$ cat config.mk
export PLATFORM = sky130hd
export DESIGN_NAME = idli_ctl_m
export DESIGN_NICKNAME = d
export VERILOG_FILES = /design/src/rtl/idli_ctl_m.sv
export SDC_FILE = /design/constraint.sdc
export NUM_CORES = 1
export LEC_CHECK = 0
export CAP_MARGIN = 10
export CORE_MARGIN = 4
export CORE_UTILIZATION = 51
export CTS_CLUSTER_SIZE = 40
export DETAILED_ROUTE_END_ITERATION = 12
export PLACE_DENSITY_LB_ADDON = 0.2
export SYNTH_ARGS = -nofsm -noshare
export SYNTH_HDL_FRONTEND = slang
export SYNTH_SLANG_ARGS = --single-unit
$ cat constraint.sdc
create_clock -name i_ctl_gck -period 2.2 [get_ports i_ctl_gck]
set_clock_uncertainty 0.15 [all_clocks]
set_input_delay 0.44 -clock i_ctl_gck [delete_from_list [all_inputs] [get_ports i_ctl_gck]]
set_output_delay 0.44 -clock i_ctl_gck [all_outputs]
set_load 0.05 [all_outputs]
$ cat src/rtl/idli_ctl_m.sv
// ---------------------------------------------------------------------------
// idli_ctl_m -- core sequencing and SQI memory-ownership controller.
//
// Owns the free-running 2-bit slice counter and arbitrates the single SQI
// datapath between instruction fetch (F), data read (R) and data write (W).
// Every ownership change lands on a word boundary: decisions are taken in the
// ctr==3 cycle and become visible on the following ctr==0 cycle.  Between
// two owners there is always one full TURN word (no grant, sel=0), which
// gives SQI time for CS deassert and bus turnaround.
//
// Parameters:
//   MAX_HOLD  max consecutive words one owner keeps the bus while another
//             requester waits; 0 disables preemption.
//
// Ports:
//   i_ctl_gck        core clock
//   i_ctl_rst        synchronous active-high reset
//   o_ctl_ctr        slice counter, slice 0 = first slice of a word
//   i_ctl_x_req      level request from F / R / W
//   o_ctl_x_gnt      x currently owns memory
//   i_ctl_redirect   branch redirect pulse, aborts fetch ownership
//   o_ctl_sel        SQI owner select: 0 none, 1 F, 2 R, 3 W
//   o_ctl_start      pulse on slice 0 of the first word of a new ownership
//   o_ctl_preempt    pulse on slice 0 after a forced (MAX_HOLD) release
//   o_ctl_stall      execute stall: a data request is waiting for the bus
//   o_ctl_stall_cnt  saturating stall-cycle counter (IDLI_CTL_PERF_EN only)
//
// Build option:
//   IDLI_CTL_PERF_EN  adds o_ctl_stall_cnt and its counter.
// ---------------------------------------------------------------------------
module idli_ctl_m #(
    parameter int MAX_HOLD = 8
) (
    input  logic        i_ctl_gck,
    input  logic        i_ctl_rst,
    output logic [1:0]  o_ctl_ctr,
    input  logic        i_ctl_f_req,
    output logic        o_ctl_f_gnt,
    input  logic        i_ctl_r_req,
    output logic        o_ctl_r_gnt,
    input  logic        i_ctl_w_req,
    output logic        o_ctl_w_gnt,
    input  logic        i_ctl_redirect,
    output logic [1:0]  o_ctl_sel,
    output logic        o_ctl_start,
    output logic        o_ctl_preempt,
`ifdef IDLI_CTL_PERF_EN
    output logic [15:0] o_ctl_stall_cnt,
`endif
    output logic        o_ctl_stall
);

    typedef logic [1:0] ctr_t;

    typedef enum logic [2:0] {
        ST_IDLE  = 3'd0,
        ST_OWN_F = 3'd1,
        ST_OWN_R = 3'd2,
        ST_OWN_W = 3'd3,
        ST_TURN  = 3'd4
    } state_t;

    // Hold counter must be able to represent MAX_HOLD itself.
    localparam int            HW       = (MAX_HOLD < 2) ? 1 : $clog2(MAX_HOLD + 1);
    localparam logic [HW-1:0] HOLD_MAX = HW'(MAX_HOLD);
    localparam logic [HW-1:0] HOLD_ONE = HW'(1);

    // Requester vectors are indexed bit0=F, bit1=R, bit2=W.
    localparam logic [2:0] B_F = 3'b001;
    localparam logic [2:0] B_R = 3'b010;
    localparam logic [2:0] B_W = 3'b100;

    // ------------------------------------------------------------------
    // State
    // ------------------------------------------------------------------
    ctr_t          ctr_q,     ctr_d;
    state_t        state_q,   state_d;
    logic [HW-1:0] hold_q,    hold_d;
    logic          redir_q,   redir_d;
    logic [2:0]    mask_q,    mask_d;
    logic          f_gnt_q,   f_gnt_d;
    logic          r_gnt_q,   r_gnt_d;
    logic          w_gnt_q,   w_gnt_d;
    logic [1:0]    sel_q,     sel_d;
    logic          start_q,   start_d;
    logic          preempt_q, preempt_d;

    // ------------------------------------------------------------------
    // Combinational helpers
    // ------------------------------------------------------------------
    logic [2:0] req;
    logic [2:0] elig;
    logic [2:0] own_bit;
    logic       owner_req;
    logic       others_req;
    logic       redir_eff;
    logic       hold_full;

    assign req = {i_ctl_w_req, i_ctl_r_req, i_ctl_f_req};

    // A redirect arriving in the ctr==3 cycle itself must still count for
    // that evaluation, so the live pulse is merged with the latch.
    assign redir_eff = redir_q | i_ctl_redirect;

    assign hold_full = (MAX_HOLD != 0) && (hold_q == HOLD_MAX);

    always_comb begin
        own_bit = 3'b000;
        case (state_q)
            ST_OWN_F: own_bit = B_F;
            ST_OWN_R: own_bit = B_R;
            ST_OWN_W: own_bit = B_W;
            default:  own_bit = 3'b000;
        endcase
    end

    assign owner_req  = |(req & own_bit);
    assign others_req = |(req & ~own_bit);

    // A requester that was just preempted sits out one arbitration, unless
    // nobody else wants the bus (then masking it would only waste words).
    always_comb begin
        elig = req & ~mask_q;
        if (elig == 3'b000) begin
            elig = req;
        end
    end

    // ------------------------------------------------------------------
    // Next-state logic
    // ------------------------------------------------------------------
    always_comb begin
        ctr_d     = ctr_q + 2'd1;
        state_d   = state_q;
        hold_d    = hold_q;
        mask_d    = mask_q;
        redir_d   = redir_eff;
        start_d   = 1'b0;
        preempt_d = 1'b0;

        if (ctr_q == 2'd3) begin
            // The latch is consumed by this evaluation whatever the state.
            redir_d = 1'b0;
            case (state_q)
                ST_IDLE, ST_TURN: begin
                    mask_d = 3'b000;
                    if (elig[2]) begin
                        state_d = ST_OWN_W;
                    end else if (elig[1]) begin
                        state_d = ST_OWN_R;
                    end else if (elig[0]) begin
                        state_d = ST_OWN_F;
                    end else begin
                        state_d = ST_IDLE;
                    end
                    if (elig != 3'b000) begin
                        start_d = 1'b1;
                        hold_d  = HOLD_ONE;
                    end
                end
                default: begin
                    // Ordering matters: request-low and redirect releases
                    // win over preemption and suppress its pulse and mask.
                    if (!owner_req) begin
                        state_d = ST_TURN;
                    end else if ((state_q == ST_OWN_F) && redir_eff) begin
                        state_d = ST_TURN;
                    end else if (hold_full && others_req) begin
                        state_d   = ST_TURN;
                        preempt_d = 1'b1;
                        mask_d    = mask_q | own_bit;
                    end else if (hold_q < HOLD_MAX) begin
                        hold_d = hold_q + HOLD_ONE;
                    end
                end
            endcase
        end
    end

    // Grant outputs are registered images of the next state.
    always_comb begin
        f_gnt_d = (state_d == ST_OWN_F);
        r_gnt_d = (state_d == ST_OWN_R);
        w_gnt_d = (state_d == ST_OWN_W);
        case (state_d)
            ST_OWN_F: sel_d = 2'd1;
            ST_OWN_R: sel_d = 2'd2;
            ST_OWN_W: sel_d = 2'd3;
            default:  sel_d = 2'd0;
        endcase
    end

    // ------------------------------------------------------------------
    // Sequential
    // ------------------------------------------------------------------
    always_ff @(posedge i_ctl_gck) begin
        if (i_ctl_rst) begin
            ctr_q     <= '0;
            state_q   <= ST_IDLE;
            hold_q    <= '0;
            redir_q   <= 1'b0;
            mask_q    <= 3'b000;
            f_gnt_q   <= 1'b0;
            r_gnt_q   <= 1'b0;
            w_gnt_q   <= 1'b0;
            sel_q     <= 2'd0;
            start_q   <= 1'b0;
            preempt_q <= 1'b0;
        end else begin
            ctr_q     <= ctr_d;
            state_q   <= state_d;
            hold_q    <= hold_d;
            redir_q   <= redir_d;
            mask_q    <= mask_d;
            f_gnt_q   <= f_gnt_d;
            r_gnt_q   <= r_gnt_d;
            w_gnt_q   <= w_gnt_d;
            sel_q     <= sel_d;
            start_q   <= start_d;
            preempt_q <= preempt_d;
        end
    end

    // ------------------------------------------------------------------
    // Outputs
    // ------------------------------------------------------------------
    assign o_ctl_ctr     = ctr_q;
    assign o_ctl_f_gnt   = f_gnt_q;
    assign o_ctl_r_gnt   = r_gnt_q;
    assign o_ctl_w_gnt   = w_gnt_q;
    assign o_ctl_sel     = sel_q;
    assign o_ctl_start   = start_q;
    assign o_ctl_preempt = preempt_q;

    // Fetch waiting is hidden by the prefetch path, so only data stalls.
    assign o_ctl_stall = (i_ctl_r_req & ~r_gnt_q) | (i_ctl_w_req & ~w_gnt_q);

`ifdef IDLI_CTL_PERF_EN
    logic [15:0] stall_cnt_q, stall_cnt_d;

    always_comb begin
        stall_cnt_d = stall_cnt_q;
        if (o_ctl_stall && (stall_cnt_q != 16'hFFFF)) begin
            stall_cnt_d = stall_cnt_q + 16'd1;
        end
    end

    always_ff @(posedge i_ctl_gck) begin
        if (i_ctl_rst) begin
            stall_cnt_q <= '0;
        end else begin
            stall_cnt_q <= stall_cnt_d;
        end
    end

    assign o_ctl_stall_cnt = stall_cnt_q;
`endif

endmodule
# Word-level counts from Yosys, hierarchy flattened
# Index checks and enable logic that the tools add are counted.
[classes]
n_bitwise = 15
n_mux = 23
reduce_logical = 16
n_addsub = 2
n_eq_ne = 12
n_lt_le_gt_ge = 1
[ops]
columns = ["op", "count"]
rows = [
  ["two-way mux 3 bit", 10],
  ["two-way mux 4 bit", 6],
  ["== test 3 x 2 -> 1 bit, second input constant", 4],
  ["bitwise AND 3 bit", 3],
  ["one-hot mux 3 bit (3 select lines)", 1],
  ["OR reduction 3 bit", 3],
  ["== test 3 x 1 -> 1 bit, second input constant", 2],
  ["zero test 3 bit", 2],
  ["NOT 3 bit", 2],
  ["one-hot mux 2 bit (3 select lines)", 1],
  ["AND reduction 6 bit", 1],
  ["nonzero test 2 bit", 3],
  ["OR reduction 6 bit", 1],
  ["NOT 1 bit", 5],
  ["adder 4 x 1 -> 4 bit, second input constant", 1],
  ["== test 4 bit, second input constant", 1],
  ["less-than comparator 4 bit, second input constant", 1],
  ["two-way mux 2 bit", 2],
  ["inequality test 2 x 1 -> 1 bit, second input constant", 2],
  ["AND reduction 4 bit", 1],
  ["OR reduction 2 bit", 2],
  ["== test 3 bit, second input constant", 1],
  ["two-way mux 1 bit", 3],
  ["bitwise OR 3 bit", 1],
  ["7 further kinds", 10],
]
[totals]
ff_bits = 20
out_inout_bits = 10

# Longest topological paths before layout
[depth]
depth_word = 13
ltp_mapped = 6
depth_no_buf = 6

# Worst setup path before layout
# OpenSTA, ideal clock, no wires.
[synth_timing]
path_kind = "register -> register"
from = "reg ctr_q[0], in the netlist o_ctl_ctr[0]"
to = "reg r_gnt_q, in the netlist o_ctl_r_gnt"
t_arrival_ns = 1.887
path_slack_ns = 0.051
stages_incl_launch_ff = 5
path_buffers = 0
setup_time_ns = 0.112
cell_sequence = "dfxtp_1 ha_1 nor3b_1 a222oi_1 a2111oi_1"
[synth_between]
elab_chain_len = 3
[synth_rtl]
columns = ["item", "line", "rtl"]
rows = [
  ["start, declared", "76", "ctr_t ctr_q, ctr_d;"],
  ["start signal, assigned", "210", "ctr_q <= ctr_d;"],
  ["== test 2 bit", "141", "if (ctr_q == 2'd3) begin"],
  ["two-way mux 3 bit", "141", ""],
  ["== test 3 x 2 -> 1 bit", "183", "r_gnt_d = (state_d == ST_OWN_R);"],
  ["end signal, assigned", "216", "r_gnt_q <= r_gnt_d;"],
  ["end, declared", "82", "logic r_gnt_q, r_gnt_d;"],
]
# Every way passes these cells.
# A chain may end at the register's enable or synchronous reset.

# Worst setup path in the final report
[layout_timing]
from = "in i_ctl_w_req"
to = "out o_ctl_stall"
[layout_between]
elab_chain_len = 2
[layout_rtl]
columns = ["item", "line", "rtl"]
rows = [
  ["start, declared", "41", "input logic i_ctl_w_req,"],
  ["bitwise AND 1 bit", "236", "assign o_ctl_stall = (i_ctl_r_req & ~r_gnt_q) | (i_ctl_w_req & ~w_gnt_q);"],
  ["bitwise OR 1 bit", "236", ""],
  ["end, declared", "50", "output logic o_ctl_stall"],
]
# Every way passes these cells.

==> reports/results.txt <==
run status: finished, final reports clean
EDFF count, synth: 0
reg2reg path depth: 6
leakage: 0.506 nW
most common cell in the netlist: dfxtp_1
CTS Hold Bufs: 0
antenna-violating nets left: 0
Syn Area/Cell: 9.13 um2
RR Endpoint: o_ctl_f_gnt$_SDFF_PP0_
max_slew headroom: 61.0%
fillcell total: 162
crit end category: primary output
# rows: 15
combinational family with the most area after synthesis: simple AND/OR/NAND/NOR gates
crit path from: i_ctl_w_req
Inserted Clock Buffers: 3
DRC: 0
FF-to-FF Start: hold_q[0]$_SDFFE_PP0P_
Die Width: 51.4 um
via count: 874
TritonRoute pass-1 iters: 4
clk root buf: clkbuf_4
setup TNS: 0 ns
Cell Area, Synth: 958 um2
Layout area overhead: 30.9%
wire per inst: 13.1 um
global-route wire length before repair: 3410 um
fraction of the mapped netlist area in adder cells: 3.92%
Critical Path Source Type: primary input
Most used DFF post-synth: dfxtp_1
I/O pin count: 16
area leader, netlist: dfxtp_1
total number of yosys warnings: 0
DP HPWL: 1570 um
synth top area cells: dfxtp_1, nor2_1, ha_1, nand2_1, mux2i_1
Critical Path AT: 1.48 ns
initial core utilization: 54.9%
Worst EP required: 1.61 ns
post-synth cell types: 41
final period utilization: 94.1%
H-tree lvl count: 1
pin count of the biggest net entering global routing: 12
multiplexer area fraction after synthesis: 4.70%
clk_lat worst skew: 0.29 ns
GRT overflow: 0
crit path cell chain: clkdlybuf4s50_1, buf_4, inv_1, o22ai_2, buf_12
crit path to: o_ctl_stall
maximum clock frequency: 483 MHz
Setup-failing EPs final: 0
Critical Path Fanout Max: 5
n_diodes: 0
post-layout min period: 2.07 ns
Setup Crit Path Kind: primary input to primary output
sequential share of the synthesized area: 41.8%
ys async rst share: 0%
GPL Wtd Cong: 0.936
Yosys top cell area share: 41.8%
core area: 1750 um2
unrepaired setup endpoints after global routing: no
worst hold slack: 0.302 ns
Synth top cells by count: dfxtp_1, nor2_1, nand2_1, inv_1
CP max stage delay: 0.54 ns
layout cells sized above 1: 16.7%
antenna violations before repair: 0
Final Hold Fails: 0
Post-Synth Simple-Gate Area: 26.9%
clock tree from TritonCTS: yes
Total GRT Usage: 16.8%
pwr/cell area: 598 nW/um2
total power: 750 uW
Routed WL: 2050 um
Post-Syn Instances: 105
CP max stage cell: clkdlybuf4s50_1
Synth Area in XOR/XNOR: 0%
vias in the first global route: 843
synthesized flop and latch total: 20
syn_nets: 114
clk sinks: 20
flop2flop setup slack: 0.28 ns
number of vias per cell: 5.57
Iter 0 DRT Violations: 32
clk slew on worst S/H paths: 0.11 ns
Final Net Count: 142
max_cap viols: 0
maximum root-to-sink buffer count: 2
Hold Crit Class: flop to flop
IO buf count: 15
Max Slew Vio Count: 0
Die Y: 51.4 um
Max rail drop VDD: 0.461 mV
die area: 2640 um2
post-synthesis compound-gate area fraction: 18.4%
worst-margin pin slew: 0.585 ns
-- routing by layer --
layer  share of wire, %  vias up  global-route usage (%)
li1                   -      433                       -
met2                 53       22                    29.6
met5                  0        -                       0
met3                5.0        5                    3.50
met4                1.2        0                    6.11
met1                 41      414                    19.8
-- layout make-up --
| class | instances | area [um2] | share of cell area [%] |
|---|---|---|---|
| Clock buffer | 4 | 36.3 | 2.89 |
| Inverter | 7 | 26.3 | 2.09 |
| Tap cell | 25 | 31.3 | 2.49 |
| Timing Repair Buffer | 25 | 238 | 18.9 |
| Sequential cell | 20 | 400 | 31.9 |
| Multi-Input combinational cell | 76 | 523 | 41.7 |
-- flip-flops by register name (all words and copies together), names as in the netlist --
name and count:
o_ctl_r_gnt 1, mask_q 3, state_q 3, o_ctl_start 1, o_ctl_ctr 2, o_ctl_sel 2, o_ctl_w_gnt 1, o_ctl_preempt 1
redir_q 1, hold_q 4, o_ctl_f_gnt 1
-- report_power, final --
group          total [mW]  leakage, nW  switching [mW]  internal, mW
logic               0.155        0.323          0.0877        0.0675
clock network       0.204       0.0210           0.103         0.101
registers           0.391        0.163          0.0142         0.377
-- placed cells by master (no fill, tap or decap), types with 4 or more instances in the layout --
cell             netlist  routed
clkdlybuf4s50_1        0      13
inv_1                  7       7
nand2b_1               4       4
dfxtp_1               20      20
nand2_1               10      10
nor2b_1                4       4
nor2_1                12      12
buf_4                  0      10
-- cells by family after synthesis --
family / count (synthesis)
flip-flops: 20
AO/OA/AOI/OAI: 22
buffers and inverters: 9
AND/OR/NAND/NOR: 47
adder cells (fa/ha/maj): 3
multiplexers: 4
-- critical path: cells and delay by family --
kind                   cells  cell delay [ns]
AOI/OAI and AO/OA          1             0.14
buffers and inverters      4             0.90
-- how the worst min path moves through the flow --
stage,startpoint,endpoint,slack [ns],depth (start not counted)
2_1_floorplan,mask_q[1]$_SDFFE_PP0P_,mask_q[1]$_SDFFE_PP0P_,0.27,2
3_3_place_gp,o_ctl_ctr[0]$_SDFF_PP0_,o_ctl_ctr[0]$_SDFF_PP0_,0.28,1
3_5_place_dp,o_ctl_ctr[0]$_SDFF_PP0_,o_ctl_ctr[0]$_SDFF_PP0_,0.29,1
4_1_cts,o_ctl_ctr[0]$_SDFF_PP0_,o_ctl_ctr[0]$_SDFF_PP0_,0.30,1
5_1_grt,o_ctl_ctr[0]$_SDFF_PP0_,o_ctl_ctr[0]$_SDFF_PP0_,0.33,1
6_report,o_ctl_ctr[0]$_SDFF_PP0_,o_ctl_ctr[0]$_SDFF_PP0_,0.30,1
-- through the flow --
| stage | area [um2] | worst slack [ns] | util (%) | std cells |
|---|---|---|---|---|
| 2_1_floorplan | 958 | 0.0512 | - | 105 |
| 3_3_place_gp | 1210 | -0.112 | 69.3 | 153 |
| 3_5_place_dp | 1210 | -0.132 | 69.3 | 153 |
| 4_1_cts | 1250 | 0.00121 | 71.4 | 157 |
| 5_1_grt | 1250 | 0.0253 | 71.9 | 157 |
| 6_report | 1250 | 0.130 | 71.9 | 157 |
-- repair_timing --
| item | CTS | global route |
|---|---|---|
| buffers inserted | 0 | 0 |
| gates resized for setup | 0 | 2 |
| setup endpoints to repair | 0 | 1 |
(Power assumes the default switching activity.)
